--- config.mk ---
export PLATFORM = sky130hd
export DESIGN_NAME = snake_game_sequencer
export DESIGN_NICKNAME = d
export VERILOG_FILES = /design/src/rtl/snake_pkg.sv /design/src/rtl/snake_dir_fifo.sv /design/src/rtl/snake_game_sequencer.sv
export SDC_FILE = /design/constraint.sdc
export NUM_CORES = 1
export LEC_CHECK = 0
export BUFFER_PORTS_ARGS = -buffer_cell sky130_fd_sc_hd__buf_2
export CORE_MARGIN = 10
export CORE_UTILIZATION = 30
export DETAILED_ROUTE_END_ITERATION = 10
export GPL_TIMING_DRIVEN = 0
export PLACE_DENSITY = 0.48
export SETUP_SLACK_MARGIN = 0.5
export SYNTH_ARGS = -nofsm -noshare
export SYNTH_HDL_FRONTEND = slang
export SYNTH_HIERARCHICAL = 1
export SYNTH_SLANG_ARGS = --single-unit
--- constraint.sdc ---
create_clock -name VGA_clk -period 3.8 [get_ports VGA_clk]
set_input_delay 0.38 -clock VGA_clk [delete_from_list [all_inputs] [get_ports VGA_clk]]
set_output_delay 0.38 -clock VGA_clk [all_outputs]
set_load 0.005 [all_outputs]
--- src/rtl/snake_pkg.sv ---
// Shared types and helpers for the Snake game controller: direction encoding,
// game state encoding, reversal helper and the speed-up period function.
package snake_pkg;

    // Direction encoding; flipping bit 1 gives the opposite direction.
    typedef logic [1:0] dir_t;

    localparam dir_t DIR_UP    = 2'b00;
    localparam dir_t DIR_LEFT  = 2'b01;
    localparam dir_t DIR_DOWN  = 2'b10;
    localparam dir_t DIR_RIGHT = 2'b11;

    typedef enum logic [1:0] {
        IDLE = 2'b00,
        PLAY = 2'b01,
        DEAD = 2'b10
    } state_t;

    function automatic dir_t opposite(input dir_t d);
        return d ^ 2'b10;
    endfunction

    // max(min_p, base - len/4), never below 1 so the frame counter always wraps.
    function automatic logic [4:0] speedup_period(input int unsigned base,
                                                  input int unsigned min_p,
                                                  input logic [6:0] len);
        int p;
        p = int'(base) - int'({25'd0, len[6:2]});
        if (p < int'(min_p)) p = int'(min_p);
        if (p < 1) p = 1;
        return p[4:0];
    endfunction

endpackage

--- src/rtl/snake_dir_fifo.sv ---
// Two-entry direction queue. Requests that repeat or reverse the reference
// direction (queue tail, or the current direction when the queue is empty)
// are discarded. A pop in the same cycle as a push is applied first, and the
// push is filtered against the post-pop reference.
module snake_dir_fifo
    import snake_pkg::*;
(
    input  logic       VGA_clk,
    input  logic       rst,
    input  logic       flush_i,
    input  logic       push_i,
    input  logic [1:0] push_dir_i,
    input  logic       pop_i,
    input  logic [1:0] cur_dir_i,
    output logic [1:0] head_o,
    output logic       empty_o
);

    logic [1:0] slot0_q, slot0_d;
    logic [1:0] slot1_q, slot1_d;
    logic [1:0] count_q, count_d;
    logic [1:0] ref_dir;
    logic       popped;
    logic       accept;

    // Next-state: pop first, then a filtered push, flush overrides both.
    always_comb begin
        slot0_d = slot0_q;
        slot1_d = slot1_q;
        count_d = count_q;
        popped  = pop_i && (count_q != 2'd0);

        if (popped) begin
            slot0_d = slot1_q;
            count_d = count_q - 2'd1;
        end

        // After a pop that empties the queue, the popped entry becomes the
        // current direction, so it is the reference for this push.
        if (count_d == 2'd2) begin
            ref_dir = slot1_d;
        end else if (count_d == 2'd1) begin
            ref_dir = slot0_d;
        end else if (popped) begin
            ref_dir = slot0_q;
        end else begin
            ref_dir = cur_dir_i;
        end

        accept = push_i && (count_d != 2'd2) && (push_dir_i != ref_dir) &&
                 (push_dir_i != opposite(ref_dir));

        if (accept) begin
            if (count_d == 2'd0) begin
                slot0_d = push_dir_i;
            end else begin
                slot1_d = push_dir_i;
            end
            count_d = count_d + 2'd1;
        end

        if (flush_i) begin
            count_d = 2'd0;
        end
    end

    // Queue storage.
    always_ff @(posedge VGA_clk or posedge rst) begin
        if (rst) begin
            slot0_q <= DIR_RIGHT;
            slot1_q <= DIR_RIGHT;
            count_q <= 2'd0;
        end else begin
            slot0_q <= slot0_d;
            slot1_q <= slot1_d;
            count_q <= count_d;
        end
    end

    assign head_o  = slot0_q;
    assign empty_o = (count_q == 2'd0);

endmodule

--- src/rtl/snake_game_sequencer.sv ---
// Frame-locked Snake game controller: decides when the snake steps, in which
// direction, when it grows, when the apple respawns and when the game ends.
// Optional build macro: SNAKE_SPEEDUP_EN shortens the step period as the
// snake grows; without it the period is FRAMES_PER_STEP.
module snake_game_sequencer
    import snake_pkg::*;
#(
    parameter int unsigned FRAMES_PER_STEP     = 6,
    parameter int unsigned MIN_FRAMES_PER_STEP = 2,
    parameter int unsigned MAX_LEN             = 127
) (
    input  logic       VGA_clk,
    input  logic       rst,
    input  logic       start,
    input  logic       frame_start,
    input  logic       dir_req,
    input  logic [1:0] dir_code,
    input  logic       hit_apple,
    input  logic       hit_lethal,
    output logic       step,
    output logic [1:0] step_dir,
    output logic       grow,
    output logic       apple_respawn,
    output logic       clear,
    output logic [6:0] length,
    output logic       game_over,
    output logic [1:0] state
);

    localparam logic [1:0] ST_IDLE = IDLE;
    localparam logic [1:0] ST_PLAY = PLAY;
    localparam logic [1:0] ST_DEAD = DEAD;

    localparam logic [6:0] MaxLen = 7'(MAX_LEN);

`ifdef SNAKE_SPEEDUP_EN
    localparam logic [4:0] InitPeriod =
        speedup_period(FRAMES_PER_STEP, MIN_FRAMES_PER_STEP, 7'd1);
`else
    localparam logic [4:0] InitPeriod =
        (FRAMES_PER_STEP < 1) ? 5'd1 : 5'(FRAMES_PER_STEP);
`endif

    logic [1:0] state_q, state_d;
    logic       step_q, step_d;
    logic [1:0] step_dir_q, step_dir_d;
    logic       grow_q, grow_d;
    logic       respawn_q, respawn_d;
    logic       clear_q, clear_d;
    logic [6:0] length_q, length_d;
    logic       game_over_q, game_over_d;
    logic [1:0] cur_dir_q, cur_dir_d;
    logic [3:0] cnt_q, cnt_d;
    logic       apple_f_q, apple_f_d;
    logic       lethal_f_q, lethal_f_d;
    logic       grow_pend_q, grow_pend_d;

    logic [4:0] period;
    logic [4:0] period_m1;
    logic       apple_any;
    logic       lethal_any;
    logic       grow_now;
    logic [6:0] length_next;

    logic       fifo_push;
    logic       fifo_pop;
    logic       fifo_flush;
    logic [1:0] fifo_head;
    logic       fifo_empty;

`ifdef SNAKE_SPEEDUP_EN
    logic [4:0] period_q, period_d;
    assign period = period_q;
`else
    logic unused_min;
    assign unused_min = ^MIN_FRAMES_PER_STEP;
    assign period = InitPeriod;
`endif

    assign period_m1  = period - 5'd1;
    assign apple_any  = apple_f_q | hit_apple;
    assign lethal_any = lethal_f_q | hit_lethal;
    assign fifo_push  = dir_req && start && (state_q == ST_PLAY);

    // Game FSM, frame counter, sticky collision flags and length.
    always_comb begin
        state_d     = state_q;
        step_d      = 1'b0;
        grow_d      = 1'b0;
        respawn_d   = 1'b0;
        clear_d     = 1'b0;
        step_dir_d  = step_dir_q;
        length_d    = length_q;
        cur_dir_d   = cur_dir_q;
        cnt_d       = cnt_q;
        apple_f_d   = apple_f_q;
        lethal_f_d  = lethal_f_q;
        grow_pend_d = grow_pend_q;
        fifo_pop    = 1'b0;
        fifo_flush  = 1'b0;
        grow_now    = 1'b0;
        length_next = length_q;
`ifdef SNAKE_SPEEDUP_EN
        period_d    = period_q;
`endif

        if (!start) begin
            state_d     = ST_IDLE;
            apple_f_d   = 1'b0;
            lethal_f_d  = 1'b0;
            grow_pend_d = 1'b0;
            fifo_flush  = 1'b1;
        end else begin
            case (state_q)
                ST_IDLE: begin
                    if (frame_start) begin
                        state_d     = ST_PLAY;
                        clear_d     = 1'b1;
                        respawn_d   = 1'b1;
                        length_d    = 7'd1;
                        cur_dir_d   = DIR_RIGHT;
                        cnt_d       = 4'd0;
                        fifo_flush  = 1'b1;
                        apple_f_d   = 1'b0;
                        lethal_f_d  = 1'b0;
                        grow_pend_d = 1'b0;
`ifdef SNAKE_SPEEDUP_EN
                        period_d    = InitPeriod;
`endif
                    end
                end

                ST_PLAY: begin
                    apple_f_d  = apple_any;
                    lethal_f_d = lethal_any;
                    if (frame_start) begin
                        apple_f_d  = 1'b0;
                        lethal_f_d = 1'b0;
                        if (lethal_any) begin
                            state_d = ST_DEAD;
                        end else begin
                            grow_now = grow_pend_q;
                            if (apple_any) begin
                                respawn_d = 1'b1;
                                grow_now  = 1'b1;
                            end
                            grow_pend_d = grow_now;

                            if ({1'b0, cnt_q} == period_m1) begin
                                cnt_d    = 4'd0;
                                step_d   = 1'b1;
                                fifo_pop = 1'b1;
                                if (!fifo_empty) begin
                                    cur_dir_d  = fifo_head;
                                    step_dir_d = fifo_head;
                                end else begin
                                    step_dir_d = cur_dir_q;
                                end
                                grow_d = grow_now;
                                if (grow_now) begin
                                    grow_pend_d = 1'b0;
                                    if (length_q < MaxLen) begin
                                        length_next = length_q + 7'd1;
                                    end
                                end
                                length_d = length_next;
`ifdef SNAKE_SPEEDUP_EN
                                period_d = speedup_period(FRAMES_PER_STEP,
                                                          MIN_FRAMES_PER_STEP,
                                                          length_next);
`endif
                            end else if ({1'b0, cnt_q} >= period) begin
                                // Period shrank below the running count.
                                cnt_d = 4'd0;
                            end else begin
                                cnt_d = cnt_q + 4'd1;
                            end
                        end
                    end
                end

                ST_DEAD: begin
                    state_d = ST_DEAD;
                end

                default: begin
                    state_d = ST_IDLE;
                end
            endcase
        end

        game_over_d = (state_d == ST_DEAD);
    end

    // Registered state and outputs.
    always_ff @(posedge VGA_clk or posedge rst) begin
        if (rst) begin
            state_q     <= ST_IDLE;
            step_q      <= 1'b0;
            step_dir_q  <= DIR_RIGHT;
            grow_q      <= 1'b0;
            respawn_q   <= 1'b0;
            clear_q     <= 1'b0;
            length_q    <= 7'd1;
            game_over_q <= 1'b0;
            cur_dir_q   <= DIR_RIGHT;
            cnt_q       <= 4'd0;
            apple_f_q   <= 1'b0;
            lethal_f_q  <= 1'b0;
            grow_pend_q <= 1'b0;
        end else begin
            state_q     <= state_d;
            step_q      <= step_d;
            step_dir_q  <= step_dir_d;
            grow_q      <= grow_d;
            respawn_q   <= respawn_d;
            clear_q     <= clear_d;
            length_q    <= length_d;
            game_over_q <= game_over_d;
            cur_dir_q   <= cur_dir_d;
            cnt_q       <= cnt_d;
            apple_f_q   <= apple_f_d;
            lethal_f_q  <= lethal_f_d;
            grow_pend_q <= grow_pend_d;
        end
    end

`ifdef SNAKE_SPEEDUP_EN
    // Step period tracks the length, updated at each step.
    always_ff @(posedge VGA_clk or posedge rst) begin
        if (rst) begin
            period_q <= InitPeriod;
        end else begin
            period_q <= period_d;
        end
    end
`endif

    snake_dir_fifo u_dir_fifo (
        .VGA_clk    (VGA_clk),
        .rst        (rst),
        .flush_i    (fifo_flush),
        .push_i     (fifo_push),
        .push_dir_i (dir_code),
        .pop_i      (fifo_pop),
        .cur_dir_i  (cur_dir_q),
        .head_o     (fifo_head),
        .empty_o    (fifo_empty)
    );

    assign step          = step_q;
    assign step_dir      = step_dir_q;
    assign grow          = grow_q;
    assign apple_respawn = respawn_q;
    assign clear         = clear_q;
    assign length        = length_q;
    assign game_over     = game_over_q;
    assign state         = state_q;

endmodule
==> reports/qor.txt, run 1 <==
status - complete, no violations
FF-to-FF Start - cnt_q[1]
Skew-Pair Late Insertion Delay - 0.28 ns
Critical Path Max Stage Delay - 0.42 ns
slowest CP cell - dfrtp_1
CP Capture Type - register
GRT Residual Overflow - 0
PD cells - 372.4 mW/mm2
routed wl met2 - 1559 um
Starting DRT DRC Count - 82
highest routed layer - met4
metal3 WL - 310 um
Synth cell types - 58
max frequency - 328.9 MHz
Area contributors post-synth - dfrtp_1, dfstp_2, ha_1
Pre-antenna DRT Iters - 4
ys flop type - dfrtp_1
Final GP Congestion - 0.7808
Crit path buffers/inverters - 4
htree depth - 2
die height - 98.46 um
Avg Cell Area, Syn - 10.09 um2
Final Skew - 0.002240 ns
Synth area leader - dfrtp_1
reg-to-reg setup timing slack - 0.76 ns
CTS root buf - clkbuf_8
Worst-Margin Slew - 1.001 ns
Residual DRC - 0
#FFs+latches synth - 31
RSZ-0062 raised after global routing - false
Final setup viols - 0
Final TNS setup - 0 ns
Worst EP required - 4.01 ns
ant diodes - 0
Net Count, Synth - 200
Chip Width - 98.46 um
kind of critical path - reg2reg
area share of the largest cell type after synthesis - 29.81%
Ports - 25
Syn. warnings - 6
Arr. time, crit path - 3.25 ns
Static Leak - 1.015 nW
Post-Syn Area - 0.001847 mm2
asr flop ratio synth - 100.0%
max_cap viols - 0
final-stage net count - 230
gr usage total - 8.789%
number of flops mapped to enable cells by yosys - 0
minimum clock period - 3.040 ns
DIE AREA - 0.009694 mm2
Port Buf Inserts - 23
TritonCTS Sinks - 31
placed cell areas - 0.002056 mm2
Num CTS Buffers - 5
pin count of the biggest net entering global routing - 26
share of cells above drive strength 1 - 30.37%
area of the multi-input gates - 985.9 um2
initial core utilization - 31.01%
clk slew on worst S/H paths - 0.07 ns
Final Hold Fails - 0
register area share after synthesis - 42.62%
ANT nets after route - 0
reg2reg path depth - 15
vias per cell - 4.979
final instance area - 0.002191 mm2
cells along the critical path - inv_1 > ha_1 > and3b_2 > nand4_4 > inv_2 > nand2b_4 > buf_6 > xnor2_2 > inv_1 > ha_1 > nor2b_2 > nor2b_2 > nand2_1 > mux2i_1 > mux2_1
Fill cells - 607
HPWL after detailed placement - 3042 um
WL final - 4013 um
row cnt - 28
routed len/inst - 13.89 um
vias in the first global route - 1,433
Worst VDD drop - 0.1777 mV
Met1 Wirelength - 2058 um
Tcrit/Tclk final - 80.00%
CP Max Fanout - 10
P&R area growth vs syn - 18.63%
worst relative slew slack - 33.18%
WP depth - 15
Post-Syn Instances - 183
RR Endpoint - u_dir_fifo/slot1_q[1]
initial antenna violation count - 0
CP top delay family - simple AND/OR/NAND/NOR gates
fin. max-slew vios - 0
core area - 0.005956 mm2
first-pass GRT wire length - 7058 um
Startpoint Class - register
CTS max path bufs - 2
via count - 1,439
hold crit path type - in2async
CTS tree - yes
Reg area - 787.0 um2
## worst reg2reg max path, delay by kind of cell, from the launching register on
family                     cells  cell delay [ns]
muxes                          2             0.48
DFF                            1             0.42
xor gates and xnor gates       1             0.19
and+or+nand+nor                6             1.03
adders and majority gates      2             0.37
buffers and inverters          4             0.50
## stage by stage
stage | instances | power [mW] | utilization, % | hold slack [ns] | setup slack, ns
2_1_floorplan | 183 | 0.4520 | - | 0.1681 | 0.8317
3_3_place_gp | 281 | 0.4848 | 34.52 | 0.3254 | 0.3523
3_5_place_dp | 281 | 0.4847 | 34.52 | 0.3259 | 0.4019
4_1_cts | 289 | 0.8320 | 36.58 | 0.01433 | 0.5436
5_1_grt | 289 | 0.8673 | 36.79 | 0.02164 | 0.5159
6_report | 289 | 0.8158 | 36.79 | 0.01541 | 0.7599
## area by class of cell
cell class,count,area share [%]
multi-input combinational,134,45.00
sequential,31,35.92
timing repair buffer,23,5.254
tap,75,4.283
clock buffer,6,3.769
inverter,13,2.227
buffer,5,1.942
clock inverter,2,1.599
## layer usage
metal,vias up,track usage (%)
met5,-,0
met4,0,4.851
met3,7,3.771
met2,29,10.94
met1,673,12.16
li1,730,-
## cell families (layout without fill, tap and decap cells)
group,Yosys count,count (layout),synth area share (%)
adders and majority gates,8,8,5.420
muxes,10,10,5.623
AOI/OAI and AO/OA,54,54,20.53
DFF,31,31,42.62
buffers and inverters,18,49,4.945
and+or+nand+nor,59,59,19.04
xor gates and xnor gates,3,3,1.830
## cell usage in the layout (no fill, tap or decap), types with 3 or more instances in the layout
cell       n
o21ai_0   11
clkbuf_8   6
o211ai_1   4
nand2b_1   3
a21oi_1   10
buf_2     24
inv_1     12
ha_1       8
nand2_1   12
dfrtp_1   22
mux2i_1    7
nor2_1    13
dfstp_2    9
nor3_1     5
## power by group
part | switching [mW] | internal (mW) | leakage, nW
clock | 0.126 | 0.212 | 0.0612
combinational | 0.0574 | 0.0403 | 0.557
sequential | 0.0227 | 0.357 | 0.396
## sequential cells by signal, summed over array words and instances, names as in the netlist, 2 cells and up
register / count
cnt_q: 4
cur_dir_q: 2
length: 7
state: 2
step_dir: 2
u_dir_fifo/count_q: 2
u_dir_fifo/head_o: 2
u_dir_fifo/slot1_q: 2
## how the worst max path moves through the flow
stage / to / start
3_5_place_dp: u_dir_fifo/slot1_q[1] / cnt_q[1]
4_1_cts: u_dir_fifo/slot1_q[1] / cnt_q[1]
6_report: u_dir_fifo/slot1_q[1] / cnt_q[1]
2_1_floorplan: u_dir_fifo/slot1_q[1] / cnt_q[1]
3_3_place_gp: u_dir_fifo/slot1_q[1] / cnt_q[1]
5_1_grt: u_dir_fifo/slot1_q[1] / cnt_q[1]
## Yosys cell counts (all sizes together), types with 2 or more instances
cell / count
mux2i: 7
nand3b: 2
a21oi: 12
buf: 5
and3: 3
nand2b: 4
nand3: 2
o211ai: 4
o21ai: 14
and3b: 2
nand2: 12
o32a: 2
dfrtp: 22
inv: 13
ha: 8
dfstp: 9
a211oi: 3
mux2: 3
nor3b: 2
nor2: 13
nand4: 3
xnor2: 2
nor3: 5
or3: 2
o31ai: 2
a21boi: 2
o21a: 2
o211a: 2
nor2b: 3
## what timing repair did
action                     4_1_cts  5_1_grt
setup endpoints to repair        1        5
pin swaps                        0        0
setup buffers                    0        0
hold buffers                     0        0
resized for setup                2        4
Power figures use the tool's default switching activity.
==> run 2, diff against run 1 <==
clock period = 3.03 ns   (was 3.8 ns; I/O delays follow)
==> run 2 against run 1 <==
Effect of this change: sequential cell count unchanged; combinational power up 54%; worst setup slack lost 0.38 ns; cell count rose by 5.2%; sequential share of layout area down 3.0 points; largest cell class unchanged; highest routed layer unchanged.
==> reports/qor.txt, run 2 (synthesized netlist as in run 1, its figures left out) <==
status - complete, no violations
hold crit path type - in2reg
kind of critical path - reg2reg
Worst EP required - 3.23 ns
initial antenna violation count - 0
Skew-Pair Late Insertion Delay - 0.29 ns
minimum clock period - 2.650 ns
Final Skew - 0.009347 ns
pin count of the biggest net entering global routing - 26
Ports - 25
Final Hold Fails - 0
final-stage net count - 245
PD cells - 396.4 mW/mm2
routed len/inst - 15.02 um
TritonCTS Sinks - 31
CTS max path bufs - 2
Port Buf Inserts - 23
first-pass GRT wire length - 8066 um
Startpoint Class - register
Final GP Congestion - 0.7164
share of cells above drive strength 1 - 38.43%
Final setup viols - 0
GRT Residual Overflow - 0
max frequency - 377.4 MHz
fin. max-slew vios - 0
ANT nets after route - 0
vias in the first global route - 1,613
Chip Width - 98.46 um
Residual DRC - 0
initial core utilization - 31.01%
Starting DRT DRC Count - 38
CP Max Fanout - 4
WL final - 4567 um
Final TNS setup - 0 ns
most frequent cells in the layout - buf_2, dfrtp_1, buf_4, nand2_1, nor2_1
row cnt - 28
Static Leak - 1.097 nW
Num CTS Buffers - 5
Fill cells - 627
CTS tree - yes
gr usage total - 9.934%
Worst-Margin Slew - 1.017 ns
HPWL after detailed placement - 3243 um
CTS root buf - clkbuf_8
clk slew on worst S/H paths - 0.07 ns
die height - 98.46 um
Pre-antenna DRT Iters - 4
vias per cell - 4.964
RSZ-0062 raised after global routing - true
max reg flops - 7
CP Capture Type - register
htree depth - 2
worst relative slew slack - 32.13%
via count - 1,509
DIE AREA - 0.009694 mm2
Arr. time, crit path - 2.85 ns
Worst VDD drop - 0.1538 mV
max_cap viols - 0
most common cell after layout, fill and taps aside - buf_2
core area - 0.005956 mm2
Tcrit/Tclk final - 87.45%
ant diodes - 0
P&R area growth vs syn - 29.61%
Fin Hold WS - 0.2525 ns
==> run 2: cell types whose count changed in the layout (fill, tap and decap cells not counted), moves of 2 or more <==
| cell | delta |
|---|---|
| buf_4 | +13 |
| nor2b_4 | +2 |
| inv_1 | -2 |
| ha_1 | -3 |
| a21oi_4 | +2 |
| clkinv_2 | +2 |
| a21oi_2 | -2 |
| ha_4 | +3 |
==> run 2: path summary, 6_finish.rpt <==
kind                        startpoint                     to  slack [ns]  cells after the start
max reg2reg                   cnt_q[1]   u_dir_fifo/head_o[1]        0.38                     14
min in group asynchronous          rst  u_dir_fifo/count_q[0]        0.49                      3
max in group asynchronous          rst               cnt_q[0]        1.54                      3
min reg2reg                step_dir[0]            step_dir[0]        0.49                      2
min                        dir_code[1]  u_dir_fifo/slot1_q[1]        0.25                      2
max                           cnt_q[1]   u_dir_fifo/head_o[1]        0.38                     14
==> run 2: where the power goes <==
group	total [mW]	internal (mW)	switching, mW
Combinational	0.150	0.0672	0.0828
Sequential	0.481	0.449	0.0322
Clock	0.318	0.157	0.161
Total	0.949	0.673	0.276
==> run 2: what timing repair did <==
action                                  in CTS  in global routing
hold buffers                                 1                  0
pin swaps                                    3                  5
endpoints found under the setup margin       6                  6
buffers inserted                            12                  2
resized for setup                            5                  7
endpoints found under the hold margin        2                  0
==> run 2: per-stage QoR <==
stage / util (%) / power [mW] / worst slack, ns / cell area (um2) / std cells
2_1_floorplan: - / 0.5709 / 0.3650 / 1932 / 183
3_3_place_gp: 35.95 / 0.6176 / 0.07016 / 2141 / 281
3_5_place_dp: 35.95 / 0.6169 / 0.07592 / 2141 / 281
4_1_cts: 39.39 / 0.9552 / 0.3301 / 2346 / 302
5_1_grt: 40.19 / 1.010 / 0.2029 / 2394 / 304
6_report: 40.19 / 0.9488 / 0.3801 / 2394 / 304
==> run 2: final cells by class <==
type | count | area (um2) | area share [%]
multi-input combinational | 134 | 1085 | 45.32
sequential | 31 | 788.3 | 32.93
timing repair buffer | 38 | 230.2 | 9.618
tap | 75 | 93.84 | 3.921
clock buffer | 5 | 68.82 | 2.875
buffer | 5 | 61.31 | 2.561
inverter | 13 | 51.30 | 2.143
clock inverter | 3 | 15.01 | 0.6273
==> run 2: critical path: stages (launching register included) <==
cell and delay, ns:
dfrtp_1 0.40, inv_2 0.08, ha_4 0.12, and3b_2 0.21, nand4_4 0.11, inv_4 0.09, nand2b_4 0.06, buf_12 0.14
xnor2_4 0.21, ha_4 0.19, and4bb_1 0.24, a21oi_4 0.06, o21ai_4 0.08, mux2i_1 0.22, mux2_1 0.34
==> run 2: metal layers <==
metal | up-vias | global-route usage, % | share of wire, %
met4 | 0 | 3.638 | 1.5
met2 | 28 | 15.63 | 46
met5 | - | 0 | 0
li1 | 762 | - | -
met3 | 5 | 2.863 | 4.3
met1 | 714 | 12.58 | 48
